**config.mk**
```make
export PLATFORM = sky130hd
export DESIGN_NAME = count_arbiter
export DESIGN_NICKNAME = d
export VERILOG_FILES = /design/src/rtl/count_arbiter_pkg.sv /design/src/rtl/count_arbiter_rr_picker.sv /design/src/rtl/count_arbiter.sv
export SDC_FILE = /design/constraint.sdc
export NUM_CORES = 1
export LEC_CHECK = 0
export ABC_AREA = 1
export BUFFER_PORTS_ARGS = -buffer_cell sky130_fd_sc_hd__buf_2
export CORE_UTILIZATION = 58
export DETAILED_ROUTE_END_ITERATION = 10
export GPL_TIMING_DRIVEN = 0
export PLACE_DENSITY = 0.91
export SYNTH_ARGS = -nofsm -noshare
export SYNTH_HDL_FRONTEND = slang
export SYNTH_SLANG_ARGS = --single-unit
```
**constraint.sdc**
```tcl
create_clock -name clk -period 5.15 [get_ports clk]
set_input_delay 0.515 -clock clk [delete_from_list [all_inputs] [get_ports clk]]
set_output_delay 0.515 -clock clk [all_outputs]
set_load 0.02 [all_outputs]
```
**src/rtl/count_arbiter_pkg.sv**
```systemverilog
// Shared types and helpers for the count_arbiter slice: FSM state encoding,
// default sizing and the round-robin winner search.
package count_arbiter_pkg;

    localparam int unsigned DEF_NREQ  = 4;
    localparam int unsigned DEF_WIDTH = 4;

    // Requester indices are carried at the width needed for the largest
    // supported NREQ, so every instance shares one pointer format.
    localparam int unsigned MAX_NREQ = 8;
    localparam int unsigned IDX_W    = 3;

    typedef enum logic [1:0] {
        ST_IDLE = 2'd0,
        ST_RUN  = 2'd1,
        ST_DONE = 2'd2
    } state_t;

    // First set request scanning ptr+1, ptr+2, ... modulo nreq.
    // Returns 0 when nothing is requested; callers qualify with |req.
    function automatic logic [IDX_W-1:0] rr_winner(
        input logic [MAX_NREQ-1:0] req,
        input logic [IDX_W-1:0]    ptr,
        input int unsigned         nreq
    );
        logic [IDX_W-1:0] cand;
        logic [IDX_W-1:0] win;
        logic             found;
        cand  = ptr;
        win   = '0;
        found = 1'b0;
        for (int unsigned k = 0; k < MAX_NREQ; k++) begin
            if (k < nreq) begin
                cand = (cand == IDX_W'(nreq - 1)) ? '0 : cand + 1'b1;
                if (!found && req[cand]) begin
                    win   = cand;
                    found = 1'b1;
                end
            end
        end
        return win;
    endfunction

endpackage

```
**src/rtl/count_arbiter_rr_picker.sv**
```systemverilog
// Combinational round-robin picker: winner index after ptr, plus valid flag.
module count_arbiter_rr_picker
    import count_arbiter_pkg::*;
#(
    parameter int unsigned NREQ = DEF_NREQ
) (
    input  logic [NREQ-1:0]  req,
    input  logic [IDX_W-1:0] ptr,
    output logic [IDX_W-1:0] win,
    output logic             valid
);

    // Winner search and request-present flag.
    always_comb begin
        win   = rr_winner(MAX_NREQ'(req), ptr, NREQ);
        valid = |req;
    end

endmodule

```
**src/rtl/count_arbiter.sv**
```systemverilog
// Shared up-counter sequenced among NREQ requesters. A round-robin grant
// latches the winner's terminal count; the counter runs 0..limit, then the
// winner gets a one-cycle done pulse. abort cancels a running window.
module count_arbiter
    import count_arbiter_pkg::*;
#(
    parameter int unsigned NREQ  = DEF_NREQ,
    parameter int unsigned WIDTH = DEF_WIDTH
) (
    input  logic                  clk,
    input  logic                  rst,
    input  logic [NREQ-1:0]       req,
    input  logic [NREQ*WIDTH-1:0] limit,
    input  logic                  abort,
    output logic [NREQ-1:0]       gnt,
    output logic                  busy,
    output logic [WIDTH-1:0]      count,
    output logic [NREQ-1:0]       done
);

    state_t           state;
    logic [IDX_W-1:0] ptr;
    logic [WIDTH-1:0] lim_q;

    logic [IDX_W-1:0] pick_win;
    logic             pick_valid;
    logic [WIDTH-1:0] sel_lim;
    logic [NREQ-1:0]  pick_onehot;
    logic [NREQ-1:0]  ptr_onehot;

    count_arbiter_rr_picker #(
        .NREQ(NREQ)
    ) u_picker (
        .req   (req),
        .ptr   (ptr),
        .win   (pick_win),
        .valid (pick_valid)
    );

    // Winner's terminal count and one-hot vectors for the winner and the
    // current owner (ptr always holds the owner once granted).
    always_comb begin
        sel_lim = '0;
        for (int unsigned i = 0; i < NREQ; i++) begin
            if (pick_win == IDX_W'(i)) begin
                sel_lim = limit[i*WIDTH +: WIDTH];
            end
        end
        pick_onehot = {{(NREQ-1){1'b0}}, 1'b1} << pick_win;
        ptr_onehot  = {{(NREQ-1){1'b0}}, 1'b1} << ptr;
    end

    // Window sequencing: grant in IDLE, count in RUN, one-cycle DONE.
    always_ff @(posedge clk or negedge rst) begin
        if (!rst) begin
            state <= ST_IDLE;
            gnt   <= '0;
            done  <= '0;
            count <= '0;
            lim_q <= '0;
            ptr   <= IDX_W'(NREQ - 1);
        end else begin
            done <= '0;
            case (state)
                ST_IDLE: begin
                    count <= '0;
                    if (pick_valid) begin
                        gnt   <= pick_onehot;
                        lim_q <= sel_lim;
                        ptr   <= pick_win;
                        state <= ST_RUN;
                    end
                end
                ST_RUN: begin
                    // abort takes precedence over reaching the terminal count
                    if (abort) begin
                        gnt   <= '0;
                        count <= '0;
                        state <= ST_IDLE;
                    end else if (count == lim_q) begin
                        gnt   <= '0;
                        count <= '0;
                        done  <= ptr_onehot;
                        state <= ST_DONE;
                    end else begin
                        count <= count + 1'b1;
                    end
                end
                ST_DONE: begin
                    state <= ST_IDLE;
                end
                default: begin
                    gnt   <= '0;
                    count <= '0;
                    state <= ST_IDLE;
                end
            endcase
        end
    end

    assign busy = (state == ST_RUN);

endmodule

```
==> flow_summary.ini, run 1 <==
[critical_path]
r2r_setup_slack_ps = 2060
end_kind = register
cpMostUsedCell = nand2_1
critPathSlowestCell = dfstp_2
r2r_start = ptr[0]
slowest_delay_ps = 580
critical_path_class = reg2reg
crit_path_cell_trace = ha_1 > nand2_4 > nand2_4 > buf_8 > inv_1 > ha_1 > inv_1 > nand3_1 > nand2_1 > nand2_1 > nand2_2 > nor2_4 > nand4_1 > nand3_2 > buf_6 > nand3b_1 > nand2_1 > inv_1 > nand2_1 > nand2_1
crit_end = lim_q[2]
worstReg2RegEnd = lim_q[2]
crit_start = ptr[0]
critPathArrivalTime_ps = 3300
required_ps = 5360
rr_worst_depth = 20
startpoint_type = register
path_max_fanout = 10

[floorplan]
core-area_um2 = 2500
dieWidth_um = 53.78
io_pins = 36
dieArea_um2 = 2892
row_count = 18
start_util = 0.6221
fp.dieH_um = 53.78

[route]
vias = 1446
wl_mm = 3.396
first_iter_violations = 42
ant_nets = 0
firstDrtPassIters = 4
wl_per_cell_um = 12.53
vias_per_cell = 5.336
drcViolationCount = 0

[finish]
nFillCells = 208
n_antenna_cell = 0
final_nets = 272
area_growth_pct = 15.45
drive_gt1_frac = 0.3112

[timing]
rsz0062_at_grt = no
max_freq_mhz = 323.1
fin_crit_sh = 0.6009
fin_skew_ps = 4.898
setup_viol = 0
finalSetupTns_ps = 0
slew_headroom = 0.6560
hold_violations = 0
period_needed_ps = 3095
worst_slew_pin_slew_ps = 512.9
drv_slew = 0

[synth]
synth_top_area_frac = 0.3057
synth-seq-cells = 21
syn_area_um2 = 1555
yosys_warnings = 0
synth_area_leaders = dfrtp_1, nand3_1, nand2_1
synth_cell_types = 29
synthCells = 202
seq_area_frac_synth = 0.3395
synth_area_leader_cell = dfrtp_1
synth_area_per_cell_um2 = 7.699
synth_fp_nets = 232

[global_routing]
grt_max_degree = 22
grt_util_all_layers = 0.2552
antenna_found_initial = 0
grt_pass1_vias = 1291
grt_pass1_wl_mm = 5.326
overflow = 0

[hold_path]
min_path_type = in2async

[cts]
cts_setup_buffers = 0
clock_path_buffers = 2
clk_latency_ps = 310
cts_tree = built
root_buffer = clkbuf_4
htree_levels = 1
cts_resized = 0
cts_buffers = 3
clk_pin_slew_worst_paths_ps = 110
cts_sinks = 21
ctsHoldBuffers = 0

[placed_design]
place_congestion = 0.8900
hpwl_mm = 2.707
io_buffer_count = 35

[job]
maxCapViolations = 0

[status]
outcome = finished clean
==> area by class of cell <==
class	count	area (um2)	area share
Sequential cell	21	528.0	0.2941
Tap cell	30	37.54	0.02091
Clock inverter	1	5.005	0.002787
Clock buffer	3	22.52	0.01254
Timing Repair Buffer	35	175.2	0.09756
Multi-Input combinational cell	145	865.8	0.4822
Buffer	4	41.29	0.02300
Inverter	32	120.1	0.06690
==> registers in the layout, indices dropped and copies added (netlist names) <==
signal / cells
count: 4
done: 4
gnt: 4
lim_q: 4
ptr: 3
state: 2
==> placed cells by master, fill, tap and decap left out, types with 5 or more instances in the layout <==
cell      instances
inv_2             7
nand2_2           6
nand3_1          30
nand3b_1          5
nand3_2           8
inv_1            25
ha_1              7
nand2_1          39
xor2_1            6
nor2_1           14
dfrtp_1          19
o21ai_0           6
buf_2            35
==> cells in the mapped netlist <==
cell type / number
buf_6: 2
nand2_1: 39
buf_8: 1
nor2_2: 1
inv_1: 25
clkbuf_1: 1
nand3_4: 1
inv_2: 7
nor4_1: 2
ha_1: 7
nor3b_1: 3
nand2_4: 3
a21oi_1: 1
o21ai_1: 4
dfstp_2: 2
nand3_2: 8
nor3_1: 1
nand3_1: 30
or2_2: 2
a22o_1: 1
nand2_2: 6
nand3b_1: 5
nand4_1: 1
dfrtp_1: 19
a211oi_1: 1
nor2_1: 14
o21ai_0: 6
nor2_4: 3
xor2_1: 6
==> cell families after synthesis <==
| kind of cell | after synthesis | synth area share |
|---|---|---|
| adder cells (fa/ha/maj) | 7 | 0.05631 |
| XOR/XNOR | 6 | 0.03379 |
| buffers and inverters | 36 | 0.1038 |
| AND/OR/NAND/NOR | 119 | 0.4208 |
| AO/OA/AOI/OAI | 13 | 0.04586 |
| flip-flops | 21 | 0.3395 |
==> layer usage <==
layer,up-vias,part of all wire,track usage
met5,-,0,0
met4,0,0.011,0.1140
met3,4,0.057,0.04520
met2,61,0.51,0.4465
met1,652,0.42,0.2998
li1,729,-,-
==> critical path: cells and delay by family, from the launching register on <==
kind                     cells  cell delay [ps]
adder cells (fa/ha/maj)      2              660
buffers and inverters        5              540
flip-flops                   1              580
AND/OR/NAND/NOR             13             1190
==> stage by stage <==
step | std cells | hold slack (ps) | util | worst slack (ps) | instance area, um2
6_report | 271 | 132.6 | 0.7182 | 2055 | 1795
5_1_grt | 271 | 152.4 | 0.7182 | 1801 | 1795
4_1_cts | 271 | 135.9 | 0.7182 | 2061 | 1795
3_5_place_dp | 267 | 481.3 | 0.7072 | 2087 | 1768
3_3_place_gp | 267 | 478.3 | 0.7072 | 2195 | 1768
2_1_floorplan | 202 | 219.4 | - | 2450 | 1555
==> how the worst min path moves through the flow <==
stage | startpoint | depth (start not counted) | to | slack [ps]
6_report | rst | 1 | count[3] | 130
5_1_grt | rst | 1 | count[3] | 150
4_1_cts | rst | 1 | count[3] | 140
3_5_place_dp | rst | 1 | count[3] | 480
3_3_place_gp | rst | 1 | count[3] | 480
2_1_floorplan | rst | 0 | count[0] | 220
Power of run 1 is not shown: default switching activity piles up to over one toggle a cycle in this logic, so the estimate is an artifact.
==> run 2: changes to the inputs <==
--- a/config.mk
+++ b/config.mk
@@ -7,10 +7,10 @@
 export LEC_CHECK = 0
 export ABC_AREA = 1
 export BUFFER_PORTS_ARGS = -buffer_cell sky130_fd_sc_hd__buf_2
-export CORE_UTILIZATION = 58
+export CORE_UTILIZATION = 54
 export DETAILED_ROUTE_END_ITERATION = 10
 export GPL_TIMING_DRIVEN = 0
-export PLACE_DENSITY = 0.91
+export PLACE_DENSITY = 0.86
 export SYNTH_ARGS = -nofsm -noshare
 export SYNTH_HDL_FRONTEND = slang
 export SYNTH_SLANG_ARGS = --single-unit
==> constraint.sdc (replaced) <==
create_clock -name clk -period 3.2 [get_ports clk]
set_input_delay 0.32 -clock clk [delete_from_list [all_inputs] [get_ports clk]]
set_output_delay 0.32 -clock clk [all_outputs]
set_load 0.02 [all_outputs]
==> run 2 against run 1 <==
The run now ends with DRC left. Hold slack gained 180 ps. Clock-buffer cell count is the same. Via count shrank 2.9%. Maximum frequency grew 8.6%. Non-clock buffer count grew 1. Register-to-register slack lost 1700 ps. Critical path type unchanged. Highest routed layer unchanged.
==> flow_summary.ini, run 2 (synthesis gave the netlist of run 1 again) <==
[global_routing]
grt_max_degree = 22
grt_util_all_layers = 0.2251
overflow = 0
grt_pass1_wl_mm = 5.637
grt_pass1_vias = 1321
antenna_found_initial = 0

[finish]
drive_gt1_frac = 0.3182
layout_commonest_cell = nand2_1
area_growth_pct = 17.14
n_antenna_cell = 0
final_cell_mix = nand2_1, buf_2, nand3_1
final_nets = 273
utilization = 0.6664
fin_area_um2 = 1822

[cts]
cts_sinks = 21
root_buffer = clkbuf_4
clock_path_buffers = 2
htree_levels = 1
cts_tree = built
clk_latency_ps = 300
clk_pin_slew_worst_paths_ps = 110
cts_buffers = 3

[floorplan]
start_util = 0.5689
io_pins = 36
fp.dieH_um = 55.67
core-area_um2 = 2734
dieWidth_um = 55.67
row_count = 19
dieArea_um2 = 3099

[placed_design]
io_buffer_count = 35
dpl_cell_area_um2 = 1769
hpwl_mm = 2.356
place_worst_setup_slack_ps = 244.3
place_congestion = 0.8900

[route]
drcViolationCount = 2
wl_per_cell_um = 11.00
wl_mm = 3.003
first_iter_violations = 34
vias_per_cell = 5.143
vias = 1404
firstDrtPassIters = 8
ant_nets = 0

[job]
maxCapViolations = 0

[timing]
max_freq_mhz = 351.0
fin_crit_sh = 0.8902
worst_slew_pin_slew_ps = 498.2
setup_ws_ps = 351.2
finalSetupTns_ps = 0
period_needed_ps = 2849
rsz0062_at_grt = no
hold_violations = 0
drv_slew = 0
setup_viol = 0
fin_skew_ps = 2.336
slew_headroom = 0.6648

[status]
outcome = finished, violations left
failed_checks = DRC

[hold_path]
min_path_type = in2reg

[critical_path]
path_max_fanout = 10
startpoint_type = register
critical_path_class = reg2reg
required_ps = 3400
end_kind = register
critPathArrivalTime_ps = 3050
[run 2: routing by layer]
metal / vias up / GRT usage / share of wire
li1: 729 / - / -
met4: 0 / 0.07857 / 0.0097
met2: 38 / 0.3563 / 0.48
met1: 633 / 0.3158 / 0.47
met3: 4 / 0.03256 / 0.042
met5: - / 0 / 0
[run 2: critical path: stages (launching register included)]
cell and delay, ps:
dfstp_2 580, ha_2 200, nand2_4 110, nand2_4 80, buf_8 130, inv_1 90
ha_4 280, inv_1 140, nand3_1 100, nand2_1 90, nand2_1 90, nand2_2 80
nor2_4 40, nor2_4 110, nand3_2 90, nand2_4 100, buf_6 140, nand3b_1 80
nand2_1 60, inv_1 40, nand2_1 70, nand2_1 50
[run 2: final cells by class]
cell class / instances / area, um2
Multi-Input combinational cell: 145 / 880.8
Sequential cell: 21 / 528.0
Fill cell: 228 / 912.1
Timing Repair Buffer: 36 / 185.2
Clock inverter: 1 / 5.005
Clock buffer: 3 / 22.52
Tap cell: 31 / 38.79
Inverter: 32 / 120.1
Buffer: 4 / 41.29
[run 2: worst paths after layout]
path	start	cells past startpoint	to	slack, ps
hold / removal	abort	4	state[1]	310
hold reg to reg	lim_q[2]	2	lim_q[2]	510
setup reg to reg	ptr[1]	21	lim_q[3]	350
min in group asynchronous	rst	2	state[0]	480
max in group asynchronous	rst	2	ptr[0]	2390
setup / recovery	ptr[1]	21	lim_q[3]	350
[run 2: repair_timing]
action,CTS,global route
resized for setup,0,3
endpoints found under the setup margin,0,4
setup buffers,0,0
hold buffers,1,0
hold endpoints to repair,19,0
[run 2: stage by stage]
stage,hold slack [ps],std cells
floorplan,24.41,202
global placement,282.9,268
detailed placement,288.7,268
CTS,306.3,273
global route,342.2,273
finish,308.4,273
Power of run 2 is left out for the same reason.
